$ cat src/rtl/ps2_key_ctrl_if.sv
// FIFO-side handshake between ps2_keyboard and ps2_key_ctrl.
// master: the FIFO owner (drives head byte, ready, overflow).
// slave:  the consumer (drives the active-low pop strobe).
interface ps2_key_ctrl_if;
  logic [7:0] ps2_data;
  logic       ps2_ready;
  logic       ps2_overflow;
  logic       nextdata_n;

  modport master (
    output ps2_data,
    output ps2_ready,
    output ps2_overflow,
    input  nextdata_n
  );

  modport slave (
    input  ps2_data,
    input  ps2_ready,
    input  ps2_overflow,
    output nextdata_n
  );
endinterface

$ cat src/rtl/ps2_key_ctrl.sv
// ps2_key_ctrl: drains the ps2_keyboard FIFO one byte per three cycles and
// turns PS/2 set-2 scan codes (E0 extended / F0 break prefixes) into
// single-cycle key events, tracks the held key, counts distinct presses and
// keeps a sticky error flag for FIFO overflow and doubled prefixes.
// Optional feature macro: PS2_KEY_CTRL_EXT_EN enables E0 (extended) handling;
// without it E0 bytes are popped and dropped and key_ext is always 0.
module ps2_key_ctrl #(
  parameter int unsigned CNT_W = 8
) (
  input  logic             clk,
  input  logic             clrn,
  ps2_key_ctrl_if.slave    ps2,
  output logic             key_valid,
  output logic [7:0]       key_code,
  output logic             key_ext,
  output logic             key_break,
  output logic             key_repeat,
  output logic             key_down,
  output logic [7:0]       hold_code,
  output logic [CNT_W-1:0] press_cnt,
  output logic             err
);

`ifdef PS2_KEY_CTRL_EXT_EN
  localparam bit EXT_EN = 1'b1;
`else
  localparam bit EXT_EN = 1'b0;
`endif

  localparam logic [7:0] SC_EXT  = 8'hE0;
  localparam logic [7:0] SC_BRK  = 8'hF0;
  localparam logic [7:0] SC_ACK  = 8'hFA;
  localparam logic [7:0] SC_BAT  = 8'hAA;
  localparam logic [7:0] SC_ECHO = 8'hEE;

  typedef enum logic [1:0] {
    IDLE   = 2'd0,
    POP    = 2'd1,
    SETTLE = 2'd2
  } state_t;

  state_t     state_q, state_d;
  logic       accept;
  logic       nextdata_n_q;

  logic       ext_pend_q;
  logic       brk_pend_q;
  logic       hold_ext_q;

  logic [7:0] rx_byte;
  logic       is_ext_pfx;
  logic       is_brk_pfx;
  logic       is_silent;
  logic       is_event;
  logic       ev_ext;
  logic       hold_match;
  logic       dbl_pfx;
  logic       new_press;
  logic       take_event;

  // State register; reset forces IDLE from any state, including mid-POP.
  always_ff @(posedge clk) begin
    if (!clrn) state_q <= IDLE;
    else       state_q <= state_d;
  end

  // Next-state logic: a byte is accepted only from IDLE; POP and SETTLE
  // ignore ps2_ready so the FIFO gets a cycle to update after each pop.
  always_comb begin
    state_d = state_q;
    accept  = 1'b0;
    case (state_q)
      IDLE: begin
        if (ps2.ps2_ready) begin
          accept  = 1'b1;
          state_d = POP;
        end
      end
      POP:     state_d = SETTLE;
      SETTLE:  state_d = IDLE;
      default: state_d = IDLE;
    endcase
  end

  // Byte classification. The head byte is decoded on the accepting edge so
  // the event and the pop strobe appear together in the POP cycle.
  always_comb begin
    rx_byte    = ps2.ps2_data;
    is_ext_pfx = (rx_byte == SC_EXT);
    is_brk_pfx = (rx_byte == SC_BRK);
    is_silent  = !(ext_pend_q || brk_pend_q) &&
                 ((rx_byte == SC_ACK) || (rx_byte == SC_BAT) || (rx_byte == SC_ECHO));
    is_event   = !is_ext_pfx && !is_brk_pfx && !is_silent;
    ev_ext     = EXT_EN & ext_pend_q;
    hold_match = key_down && (rx_byte == hold_code) && (ev_ext == hold_ext_q);
    dbl_pfx    = (EXT_EN && is_ext_pfx && ext_pend_q) || (is_brk_pfx && brk_pend_q);
    take_event = accept && is_event;
    new_press  = take_event && !brk_pend_q && !hold_match;
  end

  assign ps2.nextdata_n = nextdata_n_q;

  // Pop strobe: registered, low for exactly the POP cycle.
  always_ff @(posedge clk) begin
    if (!clrn) nextdata_n_q <= 1'b1;
    else       nextdata_n_q <= !accept;
  end

  // Prefix state carried between bytes; any event clears both flags.
  always_ff @(posedge clk) begin
    if (!clrn) begin
      ext_pend_q <= 1'b0;
      brk_pend_q <= 1'b0;
    end else if (accept) begin
      if (is_ext_pfx) begin
        ext_pend_q <= EXT_EN;
      end else if (is_brk_pfx) begin
        brk_pend_q <= 1'b1;
      end else if (is_event) begin
        ext_pend_q <= 1'b0;
        brk_pend_q <= 1'b0;
      end
    end
  end

  // Sticky error: FIFO overflow on any cycle or a repeated prefix byte.
  always_ff @(posedge clk) begin
    if (!clrn) begin
      err <= 1'b0;
    end else if (ps2.ps2_overflow || (accept && dbl_pfx)) begin
      err <= 1'b1;
    end
  end

  // Event presentation: key_valid pulses, the key_* fields hold until the
  // next event.
  always_ff @(posedge clk) begin
    if (!clrn) begin
      key_valid  <= 1'b0;
      key_code   <= '0;
      key_ext    <= 1'b0;
      key_break  <= 1'b0;
      key_repeat <= 1'b0;
    end else begin
      key_valid <= take_event;
      if (take_event) begin
        key_code   <= rx_byte;
        key_ext    <= ev_ext;
        key_break  <= brk_pend_q;
        key_repeat <= !brk_pend_q && hold_match;
      end
    end
  end

  // Held-key tracking: a fresh make captures (code, ext); only a break of
  // that same key releases it, and hold_code keeps its last value.
  always_ff @(posedge clk) begin
    if (!clrn) begin
      key_down   <= 1'b0;
      hold_code  <= '0;
      hold_ext_q <= 1'b0;
    end else if (new_press) begin
      key_down   <= 1'b1;
      hold_code  <= rx_byte;
      hold_ext_q <= ev_ext;
    end else if (take_event && brk_pend_q && hold_match) begin
      key_down   <= 1'b0;
    end
  end

  // Distinct-press counter; typematic repeats do not count. Wraps.
  always_ff @(posedge clk) begin
    if (!clrn) begin
      press_cnt <= '0;
    end else if (new_press) begin
      press_cnt <= press_cnt + CNT_W'(1);
    end
  end

endmodule

$ cat src/flat_wrapper.sv
// flat-port wrapper written by rule: the top's interface ports become plain ports
module ps2_key_ctrl_flat 
#(
  parameter int unsigned CNT_W = 8
)
  (clk, clrn, key_valid, key_code, key_ext, key_break, key_repeat, key_down, hold_code, press_cnt, err, ps2_ps2_data, ps2_ps2_ready, ps2_ps2_overflow, ps2_nextdata_n);
  ps2_key_ctrl_if ps2_i ();
  input  logic clk;
  input  logic clrn;
  output logic key_valid;
  output logic [7:0] key_code;
  output logic key_ext;
  output logic key_break;
  output logic key_repeat;
  output logic key_down;
  output logic [7:0] hold_code;
  output logic [CNT_W-1:0] press_cnt;
  output logic err;
  input wire logic [$bits(ps2_i.ps2_data)-1:0] ps2_ps2_data;
  input wire logic [$bits(ps2_i.ps2_ready)-1:0] ps2_ps2_ready;
  input wire logic [$bits(ps2_i.ps2_overflow)-1:0] ps2_ps2_overflow;
  output wire logic [$bits(ps2_i.nextdata_n)-1:0] ps2_nextdata_n;
  assign ps2_i.ps2_data = ps2_ps2_data;
  assign ps2_i.ps2_ready = ps2_ps2_ready;
  assign ps2_i.ps2_overflow = ps2_ps2_overflow;
  assign ps2_nextdata_n = ps2_i.nextdata_n;
  ps2_key_ctrl #(.CNT_W(CNT_W)) u_core (.clk(clk), .clrn(clrn), .ps2(ps2_i), .key_valid(key_valid), .key_code(key_code), .key_ext(key_ext), .key_break(key_break), .key_repeat(key_repeat), .key_down(key_down), .hold_code(hold_code), .press_cnt(press_cnt), .err(err));
endmodule
$ cat config.mk
export PLATFORM = sky130hd
export DESIGN_NAME = ps2_key_ctrl_flat
export DESIGN_NICKNAME = d
export VERILOG_FILES = /design/src/rtl/ps2_key_ctrl_if.sv /design/src/rtl/ps2_key_ctrl.sv /design/src/flat_wrapper.sv
export SDC_FILE = /design/constraint.sdc
export NUM_CORES = 1
export LEC_CHECK = 0
export ABC_CLOCK_PERIOD_IN_PS = 2950
export BUFFER_PORTS_ARGS = -buffer_cell sky130_fd_sc_hd__buf_4
export CAP_MARGIN = 5
export CORE_MARGIN = 1.5
export CORE_UTILIZATION = 51
export DETAILED_ROUTE_END_ITERATION = 10
export GPL_TIMING_DRIVEN = 0
export PLACE_DENSITY = 0.8
export SETUP_SLACK_MARGIN = 0.15
export SLEW_MARGIN = 10
export SYNTH_ARGS = -nofsm -noshare
export SYNTH_HDL_FRONTEND = slang
export SYNTH_SLANG_ARGS = --single-unit
export TNS_END_PERCENT = 30
$ cat constraint.sdc
create_clock -name clk -period 2.95 [get_ports clk]
set_input_delay 0.59 -clock clk [delete_from_list [all_inputs] [get_ports clk]]
set_output_delay 0.59 -clock clk [all_outputs]
set_load 0.02 [all_outputs]
==> flow_summary.ini <==
[synthesis]
ys_ff_latch = 33
synthArstFlopShare_pct = 0
synth-seq-area-share_pct = 41.77
syn-mean-instance-area_um2 = 8.457
syn_inst = 187
ys_warn_count = 0
netlist_area_mm2 = 0.001582
yosysUniqueCellTypes = 41
dominantRegCellSynth = dfxtp_1
synth_edf_count = 0
syn_nets = 200

[final_layout]
area.growth.synth_to_final_pct = 24.60
drive_above_1_share_pct = 23.71
fillers = 275
nets = 244
diodes = 0

[clock_tree]
htreeDepth = 2
cts_hold_buffers = 0
clockBufferDepth = 2
postCtsSetupBuffers = 0
clk_pin_slew_ps = 110
cts_inserted_buffers = 5
cts.sinks = 33
root_buffer = clkbuf_4
cts_tree = yes
clock_latency_ps = 340
post_cts_resize_count = 0

[power]
max-vdd-ir-drop_v = 0.0004005
power.density_mw_per_mm2 = 482.3
leakage_uw = 0.0008070

[detailed_routing]
totalWireLength_um = 3579
drtIter0Drc = 58
postRouteAntennaNets = 0
viasPerCell = 5.675
drtPass1Iterations = 4
drc = 0
wire_per_inst_um = 13.51
vias = 1504

[setup_path]
critical_path_buf_inv_count = 2
slowest_delay_ps = 530
criticalPathCategory = in2reg
endpoint_kind = flop
cp.arrival_ps = 2390
required_ps = 3170
cp_common_cell = buf_2
critPathMaxFanout = 10
cp_top_family = simple AND/OR/NAND/NOR gates
path_cells = buf_2 -> or4b_1 -> a221o_1 -> or3_1 -> buf_2 -> nand3_1 -> a21oi_1
slowest_stage = or4b_1
cp-start-kind = primary input

[grt]
grt_overflow = 0
grt_start_max_net_pins = 11
grt.total_usage_pct = 21.62
grt_pass1_wl_um = 5671
grt_antenna_before_repair = 0
grt_pass1_vias = 1248

[placed_design]
io_buffers = 37
dp_slack_ps = 449.3
place.gp.congestion = 0.7783
dp_hpwl_um = 2461

[sta]
rsz0062_at_grt = no
finalSetupTns_ps = 0
finalMaxSlewViolations = 0
final.setup_skew_ps = 12.84
fmax_mhz = 459.9
setup_ws_ps = 775.7
setup_viol = 0
min_period_ps = 2174
final_hold_viol_count = 0
fin_crit_sh_pct = 73.70

[worst_hold_path]
hp-class = reg2reg

[die]
core_area_mm2 = 0.003003
die-area_mm2 = 0.003444
rows = 20
initial_core_util_pct = 52.67
die_h_um = 58.69
pin_count = 43
die_w_um = 58.69

[job]
max-cap-violations = 0

[status]
status = completed
[area by class of cell]
class / instances / area [um2] / area share (%)
Buffer: 18 / 91.34 / 4.635
Clock buffer: 7 / 65.06 / 3.302
Clock inverter: 1 / 5.005 / 0.2540
Inverter: 3 / 11.26 / 0.5714
Multi-Input combinational cell: 133 / 818.3 / 41.52
Sequential cell: 33 / 660.6 / 33.52
Tap cell: 33 / 41.29 / 2.095
Timing Repair Buffer: 37 / 277.8 / 14.10
[registers in the layout, indices dropped and copies added, names as in the netlist]
| name | cells |
|---|---|
| u_core.key_repeat | 1 |
| u_core.press_cnt | 8 |
| u_core.key_code | 8 |
| u_core.hold_code | 8 |
| u_core.brk_pend_q | 1 |
| u_core.key_valid | 1 |
| u_core.ps2.nextdata_n | 1 |
| u_core.key_break | 1 |
| u_core.err | 1 |
| u_core.key_down | 1 |
| u_core.state_q | 2 |
[worst reg2reg max path: cells and delay by family, from the launching register on]
family	cells	cell delay, ps
AND/OR/NAND/NOR	3	700
buffers and inverters	2	390
flip-flops	1	310
AO/OA/AOI/OAI	2	420
[kinds of logic after synthesis]
kind of cell,count (synthesis),share of synthesized area [%]
AO/OA/AOI/OAI,33,13.29
XOR/XNOR,8,4.431
adder cells (fa/ha/maj),1,0.7910
buffers and inverters,21,6.487
flip-flops,33,41.77
multiplexers,12,7.595
other,1,0.2371
AND/OR/NAND/NOR,78,25.40
[power breakdown]
group / total [uW] / internal (uW) / leakage, uW / switching, uW
clock network: 292 / 138 / 0.0000413 / 154
registers: 485 / 468 / 0.000270 / 16.4
logic: 173 / 73.6 / 0.000495 / 99.9
total: 950 / 680 / 0.000807 / 270
[cells in the final DEF (no fill, tap or decap), types with 3 or more instances in the layout]
master,Yosys,final
dfxtp_1,33,33
nand2b_1,5,5
o21ai_1,9,9
o41ai_1,3,3
mux2i_1,12,12
a21oi_1,12,12
nand2_1,28,28
clkbuf_4,0,5
nand3_1,13,13
nor4_1,4,4
buf_4,3,40
buf_2,4,4
nor2_1,9,9
clkbuf_1,8,8
xnor2_1,8,8
nand4_1,4,4
[path summary, 6_finish.rpt]
path / depth (start not counted) / slack (ps) / end / startpoint
max: 7 / 780 / u_core.key_code[4] / ps2_ps2_data[1]
min: 1 / 440 / u_core.state_q[1] / u_core.state_q[1]
max reg2reg: 7 / 1010 / u_core.key_code[4] / u_core.brk_pend_q
min reg2reg: 1 / 440 / u_core.state_q[1] / u_core.state_q[1]
[per-layer routing]
metal	up-vias	share of wire [%]	track usage, %
met3	7	6.0	4.615
met5	-	0	0
met2	52	44	32.91
li1	747	-	-
met4	0	1.8	9.740
met1	698	48	29.58
[metrics by stage]
step	instances	utilization, %	instance area (um2)	total power (uW)	hold WS [ps]
after detailed placement	257	63.29	1901	667.5	418.0
after global routing	265	65.63	1971	991.5	453.6
after global placement	257	63.29	1901	665.6	408.9
final	265	65.63	1971	950.4	438.6
after floorplan	187	-	1582	604.1	399.0
after CTS	265	65.63	1971	955.8	432.7
[synth_stat cells (all sizes together), types with 5 or more instances]
library cell / number / area (um2)
dfxtp: 33 / 660.6
nand2: 28 / 105.1
nand3: 13 / 65.06
a21oi: 12 / 60.06
mux2i: 12 / 120.1
buf: 10 / 61.31
nor2: 9 / 33.78
o21ai: 9 / 45.04
clkbuf: 8 / 30.03
xnor2: 8 / 70.07
nand2b: 5 / 31.28
(Power assumes the default switching activity.)
